`config.mk`:
```
export PLATFORM = sky130hd
export DESIGN_NAME = lsu_mem_if
export DESIGN_NICKNAME = d
export VERILOG_FILES = /design/src/rtl/kasumi_mem_pkg.sv /design/src/rtl/load_extend.sv /design/src/rtl/lsu_mem_if.sv
export SDC_FILE = /design/constraint.sdc
export NUM_CORES = 1
export LEC_CHECK = 0
export ABC_AREA = 0
export BUFFER_PORTS_ARGS = -buffer_cell sky130_fd_sc_hd__buf_2
export CORE_MARGIN = 2
export CORE_UTILIZATION = 50
export CTS_BUF_LIST = sky130_fd_sc_hd__clkbuf_16
export DETAILED_ROUTE_END_ITERATION = 16
export GPL_TIMING_DRIVEN = 0
export PLACE_DENSITY = 0.94
export RECOVER_POWER = 50
export SETUP_SLACK_MARGIN = 0.15
export SLEW_MARGIN = 20
export SYNTH_ARGS = -nofsm -noshare
export SYNTH_HDL_FRONTEND = slang
export SYNTH_SLANG_ARGS = --single-unit
```
`constraint.sdc`:
```
create_clock -name clk -period 3.22 [get_ports clk]
set_input_delay 0.322 -clock clk [delete_from_list [all_inputs] [get_ports clk]]
set_output_delay 0.322 -clock clk [all_outputs]
set_load 0.005 [all_outputs]
```
`src/rtl/kasumi_mem_pkg.sv`:
```
// Shared definitions for the load/store front-end: RV32I funct3 codes,
// response fault codes and the controller state encoding.
package kasumi_mem_pkg;

    localparam logic [2:0] F3_B  = 3'd0;
    localparam logic [2:0] F3_H  = 3'd1;
    localparam logic [2:0] F3_W  = 3'd2;
    localparam logic [2:0] F3_BU = 3'd4;
    localparam logic [2:0] F3_HU = 3'd5;

    typedef enum logic [1:0] {
        FAULT_NONE     = 2'b00,
        FAULT_MISALIGN = 2'b01,
        FAULT_RANGE    = 2'b10
    } fault_e;

    typedef enum logic [1:0] {
        IDLE  = 2'd0,
        ISSUE = 2'd1,
        WAIT  = 2'd2,
        RESP  = 2'd3
    } state_e;

endpackage

```
`src/rtl/load_extend.sv`:
```
// Load lane extraction: picks the byte/halfword addressed by off from a full
// memory word and sign- or zero-extends it according to funct3.
module load_extend
    import kasumi_mem_pkg::*;
(
    input  logic [31:0] word,
    input  logic [1:0]  off,
    input  logic [2:0]  funct3,
    output logic [31:0] result
);

    logic [7:0]  lane_b;
    logic [15:0] lane_h;

    // Select the addressed lane, then extend it by access type.
    always_comb begin
        lane_b = word[{off, 3'b000} +: 8];
        lane_h = off[1] ? word[31:16] : word[15:0];
        case (funct3)
            F3_B:    result = {{24{lane_b[7]}}, lane_b};
            F3_BU:   result = {24'h0, lane_b};
            F3_H:    result = {{16{lane_h[15]}}, lane_h};
            F3_HU:   result = {16'h0, lane_h};
            F3_W:    result = word;
            default: result = 32'h0;
        endcase
    end

endmodule

```
`src/rtl/lsu_mem_if.sv`:
```
// Load/store front-end between the MEM stage and the banked data memory.
// One request in flight: decode/check, issue to memory, wait out the read
// latency, extract and extend the lane, and return a one-cycle response.
module lsu_mem_if
    import kasumi_mem_pkg::*;
#(
    parameter int          MEM_ADDR_W   = 13,
    parameter int          READ_LATENCY = 1,
    parameter logic [31:0] BASE_ADDR    = 32'h0000_0000
) (
    input  logic                  clk,
    input  logic                  reset,
    input  logic                  req_valid,
    output logic                  req_ready,
    input  logic                  req_write,
    input  logic [2:0]            req_funct3,
    input  logic [31:0]           req_addr,
    input  logic [31:0]           req_wdata,
    output logic                  resp_valid,
    output logic [31:0]           resp_rdata,
    output logic [1:0]            resp_fault,
    output logic                  mem_write,
    output logic [2:0]            mem_funct3,
    output logic [31:0]           mem_din,
    output logic [MEM_ADDR_W-1:0] mem_addr,
    input  logic [31:0]           mem_dout
);

    localparam int CNT_W = 3;

    state_e                state_q, state_d;
    logic [CNT_W-1:0]      cnt_q, cnt_d;
    logic [1:0]            off_lo_q, off_lo_d;
    logic [2:0]            f3_q, f3_d;
    logic [31:0]           resp_rdata_q, resp_rdata_d;
    fault_e                resp_fault_q, resp_fault_d;
    logic                  mem_write_q, mem_write_d;
    logic [2:0]            mem_funct3_q, mem_funct3_d;
    logic [31:0]           mem_din_q, mem_din_d;
    logic [MEM_ADDR_W-1:0] mem_addr_q, mem_addr_d;

    logic [31:0] off;
    logic        misalign;
    logic        out_of_range;
    logic [31:0] ext_word;

    // Request decode: offset into memory, range and alignment checks.
    // Addresses below BASE_ADDR wrap to a huge offset and land in the range fault.
    always_comb begin
        off          = req_addr - BASE_ADDR;
        out_of_range = |off[31:MEM_ADDR_W];
        case (req_funct3)
            F3_B:    misalign = 1'b0;
            F3_H:    misalign = off[0];
            F3_W:    misalign = |off[1:0];
            // Unsigned variants have no store form, so a store using them is rejected.
            F3_BU:   misalign = req_write;
            F3_HU:   misalign = req_write | off[0];
            default: misalign = 1'b1;
        endcase
    end

    load_extend u_load_extend (
        .word   (mem_dout),
        .off    (off_lo_q),
        .funct3 (f3_q),
        .result (ext_word)
    );

    // Next-state and registered-output computation for the request FSM.
    always_comb begin
        // NOTE: every signal gets its hold value first so no path leaves it unassigned (no latches).
        state_d      = state_q;
        cnt_d        = cnt_q;
        off_lo_d     = off_lo_q;
        f3_d         = f3_q;
        resp_rdata_d = resp_rdata_q;
        resp_fault_d = resp_fault_q;
        mem_write_d  = mem_write_q;
        mem_funct3_d = mem_funct3_q;
        mem_din_d    = mem_din_q;
        mem_addr_d   = mem_addr_q;
        case (state_q)
            IDLE: begin
                if (req_valid) begin
                    off_lo_d     = off[1:0];
                    f3_d         = req_funct3;
                    resp_rdata_d = 32'h0;
                    resp_fault_d = FAULT_NONE;
                    if (misalign) begin
                        resp_fault_d = FAULT_MISALIGN;
                        state_d      = RESP;
                    end else if (out_of_range) begin
                        resp_fault_d = FAULT_RANGE;
                        state_d      = RESP;
                    end else if (req_write) begin
                        mem_write_d  = 1'b1;
                        mem_funct3_d = req_funct3;
                        mem_din_d    = req_wdata;
                        mem_addr_d   = off[MEM_ADDR_W-1:0];
                        state_d      = ISSUE;
                    end else begin
                        mem_funct3_d = req_funct3;
                        mem_addr_d   = off[MEM_ADDR_W-1:0];
                        cnt_d        = CNT_W'(READ_LATENCY);
                        state_d      = WAIT;
                    end
                end
            end
            ISSUE: begin
                mem_write_d = 1'b0;
                state_d     = RESP;
            end
            WAIT: begin
                if (cnt_q == '0) begin
                    resp_rdata_d = ext_word;
                    state_d      = RESP;
                end else begin
                    cnt_d = cnt_q - CNT_W'(1);
                end
            end
            RESP: state_d = IDLE;
            default: state_d = IDLE;
        endcase
    end

    // State and output registers; reset drops any in-flight request.
    always_ff @(posedge clk or negedge reset) begin
        if (!reset) begin
            state_q      <= IDLE;
            cnt_q        <= '0;
            off_lo_q     <= '0;
            f3_q         <= '0;
            resp_rdata_q <= '0;
            resp_fault_q <= FAULT_NONE;
            mem_write_q  <= 1'b0;
            mem_funct3_q <= '0;
            mem_din_q    <= '0;
            mem_addr_q   <= '0;
        end else begin
            // NOTE: non-blocking assignments so every flop samples pre-edge values.
            state_q      <= state_d;
            cnt_q        <= cnt_d;
            off_lo_q     <= off_lo_d;
            f3_q         <= f3_d;
            resp_rdata_q <= resp_rdata_d;
            resp_fault_q <= resp_fault_d;
            mem_write_q  <= mem_write_d;
            mem_funct3_q <= mem_funct3_d;
            mem_din_q    <= mem_din_d;
            mem_addr_q   <= mem_addr_d;
        end
    end

    assign req_ready  = (state_q == IDLE);
    assign resp_valid = (state_q == RESP);
    assign resp_rdata = resp_rdata_q;
    assign resp_fault = resp_fault_q;
    assign mem_write  = mem_write_q;
    assign mem_funct3 = mem_funct3_q;
    assign mem_din    = mem_din_q;
    assign mem_addr   = mem_addr_q;

endmodule
```
* After elaboration in Yosys (flattened, before gate mapping)
Cells that the tools add are included.
Storage, ports and cells: flip-flop bits (word level) 93, output and inout bits 85, input port bits 103
Cells by class: add/sub/neg operators 1, mux-type cells 25, bitwise gates (word level) 3, reduce and logical (&&, ||, !) cells 15, shift-type cells 1, equality and inequality tests 18
Operators with widths (count):
- 32-bit one-hot mux with 5 select lines | 1
- 32-bit two-way mux | 2
- 32-bit one-hot mux with 2 select lines | 1
- 32-bit by 6-bit indexed part select with 8-bit output | 1
- 19-bit OR reduction | 1
- 16-bit two-way mux | 1
- 3-bit two-way mux | 5
- 2-bit two-way mux | 7
- 3-bit == test (second input constant) | 4
- 2-bit != test (second input constant) | 6
- 5-bit AND reduction | 2
- 3-bit zero test | 3
- 2-bit one-hot mux with 4 select lines | 1
- 3-bit by 1-bit == test with 1-bit output (second input constant) | 2
- 3-bit by 2-bit == test with 1-bit output (second input constant) | 2
- 3-bit one-hot mux with 2 select lines | 1
- 6-bit AND reduction | 1
- 1-bit one-hot mux with 5 select lines | 1
- 2-bit == test (second input constant) | 2
- 1-bit two-way mux | 4
- 2-bit AND reduction | 2
- 4-bit AND reduction | 1
- 2-bit nonzero test | 2
- 3-bit AND reduction | 1
- other kinds (8) | 9

* Depth between registers and ports, before layout
depth in word-level cells 5, depth in mapped cells 9, depth with buffers taken out 8

* Modules after synthesis
From an unflattened synthesis, not the netlist that was laid out.
Unflattened totals: cells, all modules 356, area, all modules 4603.2 um^2
By module, submodules not included:
- lsu_mem_if | times used 1, area an instance 3791.1 um^2, cells each 247
- load_extend | times used 1, area an instance 812.0 um^2, cells each 109

* Least setup slack after synthesis
OpenSTA, ideal clock, no wires.
path type input-to-reg, from input req_addr[0], to register mem_din_q[0], in the netlist mem_din[0], arrival 2120 ps, setup slack 975 ps, cell stages on the path 8, buffers on the path 3, required time 3095 ps, path through a221o_1 > o41ai_1 > or3b_1 > buf_2 > or3_1 > buf_6 > buf_12 > mux2_4
Between the ends: word-level cells in the longest chain between the ends 4
Ends and longest elaborated chain:
- start, declared | RTL line lsu_mem_if.sv:17 | input logic [31:0] req_addr,
- 1-bit bitwise OR / 2-bit OR reduction (equally long branches) | RTL line lsu_mem_if.sv:58, lsu_mem_if.sv:55
- 1-bit one-hot mux with 5 select lines (*) | RTL line lsu_mem_if.sv:52 | case (req_funct3)
- 1-bit inverter (no source line) (*)
- 5-bit AND reduction (no source line) (*)
- end signal, assigned | RTL line lsu_mem_if.sv:150 | mem_din_q <= mem_din_d;
- end, declared | RTL line lsu_mem_if.sv:39 | logic [31:0] mem_din_q, mem_din_d;
Every way passes the cells marked *; elsewhere a longest branch is shown, timed or not. A chain may end at the register's enable or synchronous reset.

* Final worst setup path
from register state_q[0], to register resp_rdata_q[19], in the netlist resp_rdata[19]
Between the ends: word-level cells in the longest chain between the ends 3
Ends and longest elaborated chain:
- start, declared | RTL line lsu_mem_if.sv:31 | state_e state_q, state_d;
- start signal, assigned | RTL line lsu_mem_if.sv:142 | state_q <= state_d;
- 2-bit == test / 2-bit zero test (equally long branches) | RTL line lsu_mem_if.sv:83 | case (state_q)
- 2-bit != test (no source line) / 2-bit nonzero test (equally long branches)
- 3-bit AND reduction (no source line)
- end signal, assigned | RTL line lsu_mem_if.sv:146 | resp_rdata_q <= resp_rdata_d;
- end, declared | RTL line lsu_mem_if.sv:35 | logic [31:0] resp_rdata_q, resp_rdata_d;
Parallel ways exist; a longest one is shown, timed or not.

==> flow_summary.json <==
{
  "worst_pin_slew_ns": 2.50,
  "syn_area_um2": 4230,
  "cts-root-buf": "clkbuf_16",
  "power_density_nw_per_um2": 661,
  "insertion_delay_ns": 0.33,
  "drc": 0,
  "clk_pin_slew_ns": 0.07,
  "drive_gt1_share_pct": 47.9,
  "syn_avg_cell_area_um2": 13.4,
  "p_sw_share_pct": 34.4,
  "io_buffers": 187,
  "die_area_um2": 9200,
  "final.min_clock_period_ns": 2.67,
  "vias": 3486,
  "die_h_um": 95.9,
  "fp.dieW_um": 95.9,
  "holdCritPathClass": "in -> reg",
  "ys_ff_latch": 93,
  "fin_tns_setup_ns": 0,
  "criticalPathCategory": "reg -> reg",
  "cts_buffers": 9,
  "switching_power_mw": 1.27,
  "drtAntennaViolNets": 0,
  "peakVddDrop_mv": 0.346,
  "p_comb_share_pct": 33.7,
  "coreArea_um2": 8220,
  "dp_slack_ns": 0.629,
  "slew_headroom_pct": -67.0,
  "place.gp.congestion": 0.917,
  "rsz0062_at_grt": "false",
  "antenna_found_initial": 0,
  "timing.hold.ws_ns": 0.219,
  "yosysWarnings": 0,
  "startpoint_type": "register",
  "cts_buffer_depth": 2,
  "drtIter0Drc": 214,
  "setup_slack_ns": 0.552,
  "layout_commonest_cell": "buf_2",
  "crit_chain": "inv_1 -> ha_1 -> clkbuf_1 -> nand2b_1 -> a21boi_0 -> o21ai_1 -> clkbuf_1 -> a221o_1",
  "holdBufCountCts": 0,
  "tritoncts": "yes",
  "rows": 33,
  "syn_nets": 425,
  "fin_util_pct": 67.7,
  "diodes": 0,
  "slowest_stage": "a221o_1",
  "postPlaceCellArea_um2": 5330,
  "setup-violations-final": 0,
  "fmax_mhz": 375,
  "synth_edf_count": 0,
  "grt_pass1_vias": 3411,
  "end_kind": "register",
  "postLayoutCellArea_um2": 5560,
  "synthArstFlopShare_pct": 100,
  "slowest_delay_ns": 0.42,
  "synth_top_flop_cell": "dfrtp_1",
  "drtPass1Iterations": 5,
  "outcome": "finished, violations left",
  "vias_per_cell": 5.58,
  "syn_to_final_growth_pct": 31.7,
  "post_cts_buffers": 0,
  "sequentialPowerShare_pct": 40.3,
  "violations": "capacitance limit, slew limit",
  "grt_max_degree": 48,
  "critPathRequiredTime_ns": 3.43,
  "finClkSkew_ns": 0.0103,
  "grt_pass1_wl_mm": 16.1,
  "crit_top_cell": "clkbuf_1",
  "slew_violations": 47,
  "cts_resized": 0,
  "layout_common_cells": "buf_2, dfrtp_1, clkbuf_1, mux2_2, mux2_4",
  "intPower_mw": 2.41,
  "p_leak_nw": 3.01,
  "wl_mm": 10.7,
  "hpwlAfterDp_mm": 8.20,
  "initial_core_util_pct": 51.4,
  "synth_cell_types": 39,
  "htree_levels": 3,
  "finalCritPeriodShare_pct": 82.8,
  "nets": 624,
  "overflow": 0,
  "finalHoldViolations": 0,
  "netlist_instances": 316,
  "cp_data_arrival_time_ns": 2.87,
  "num_io_pins": 188,
  "clockPowerShare_pct": 25.9,
  "critPathMaxFanout": 10,
  "cap_violations": 1,
  "grt_util_all_layers_pct": 22.7,
  "ys_seq_area_share_pct": 55.1,
  "cts.sinks": 93,
  "routedWlPerCell_um": 17.1
}
==> final timing paths <==
kind / startpoint / end / slack [ns] / depth (start not counted)
setup / recovery: state_q[0] / resp_rdata[19] / 0.55 / 8
hold / removal: req_wdata[4] / mem_din[4] / 0.22 / 2
setup reg to reg: state_q[0] / resp_rdata[19] / 0.55 / 8
hold reg to reg: resp_rdata[10] / resp_rdata[10] / 0.49 / 2
max in group asynchronous: reset / mem_din[16] / 1.02 / 1
min in group asynchronous: reset / cnt_q[0] / 0.76 / 1
==> per-layer routing <==
layer	part of all wire [%]	vias up	GRT usage, %
met1	40	1709	29.4
met4	2.5	0	9.88
met2	50	178	37.6
met5	0	-	0
li1	-	1573	-
met3	7.3	26	3.92
==> power groups by stage <==
stage	sequential (mW)	combinational, mW	clock [mW]
6_report	1.48	1.24	0.953
3_5_place_dp	1.50	1.22	0
3_3_place_gp	1.48	1.14	0
5_1_grt	1.50	1.37	1.02
4_1_cts	1.48	1.23	0.966
2_1_floorplan	1.49	0.755	0
==> per-stage QoR <==
stage               power [mW]  cells
finish                    3.68    625
global route              3.89    625
CTS                       3.68    625
detailed placement        2.72    609
global placement          2.62    608
floorplan                 2.24    316
==> sequential cells by signal (all words and copies together), names as in the netlist <==
register and flops:
mem_din 32, resp_rdata 32, mem_addr 13, cnt_q 3
f3_q 3, mem_funct3 3, off_lo_q 2, resp_fault 2
state_q 2, mem_write 1
==> worst max-delay path: cells and delay by family (launching register included) <==
kind / cells / cell delay (ns)
AOI/OAI and AO/OA: 3 / 1.14
and+or+nand+nor: 1 / 0.17
DFF: 1 / 0.38
buffers and inverters: 3 / 0.61
adders and majority gates: 1 / 0.23
==> synth_stat cells (all sizes together), types with 3 or more instances <==
cell,number,area (µm²)
and2,3,18.8
a221oi,8,70.1
nor2,5,21.3
ha,6,75.1
clkbuf,13,48.8
nor4,5,31.3
o21ai,26,130
a221o,17,170
dfrtp,93,2330
mux2i,3,30.0
buf,6,81.3
nand2,26,97.6
nor2b,3,18.8
inv,7,26.3
a222oi,7,70.1
mux2,62,811
nand2b,6,37.5
==> area by class of cell <==
cell class | count | area [µm²]
Fill cell | 629 | 2650
Sequential cell | 93 | 2330
Multi-Input combinational cell | 197 | 1750
Timing Repair Buffer | 188 | 932
Clock buffer | 9 | 225
Tap cell | 105 | 131
Buffer | 19 | 130
Clock inverter | 7 | 42.5
Inverter | 7 | 26.3
==> cell families (layout without fill, tap and decap cells) <==
| family | count (synthesis) | count (layout) | synth area share, % |
|---|---|---|---|
| DFF | 93 | 93 | 55.1 |
| AOI/OAI and AO/OA | 67 | 67 | 12.0 |
| muxes | 66 | 66 | 20.4 |
| and+or+nand+nor | 58 | 58 | 6.99 |
| buffers and inverters | 26 | 230 | 3.70 |
| adders and majority gates | 6 | 6 | 1.78 |
No activity file was read; power rests on OpenSTA's default activity.
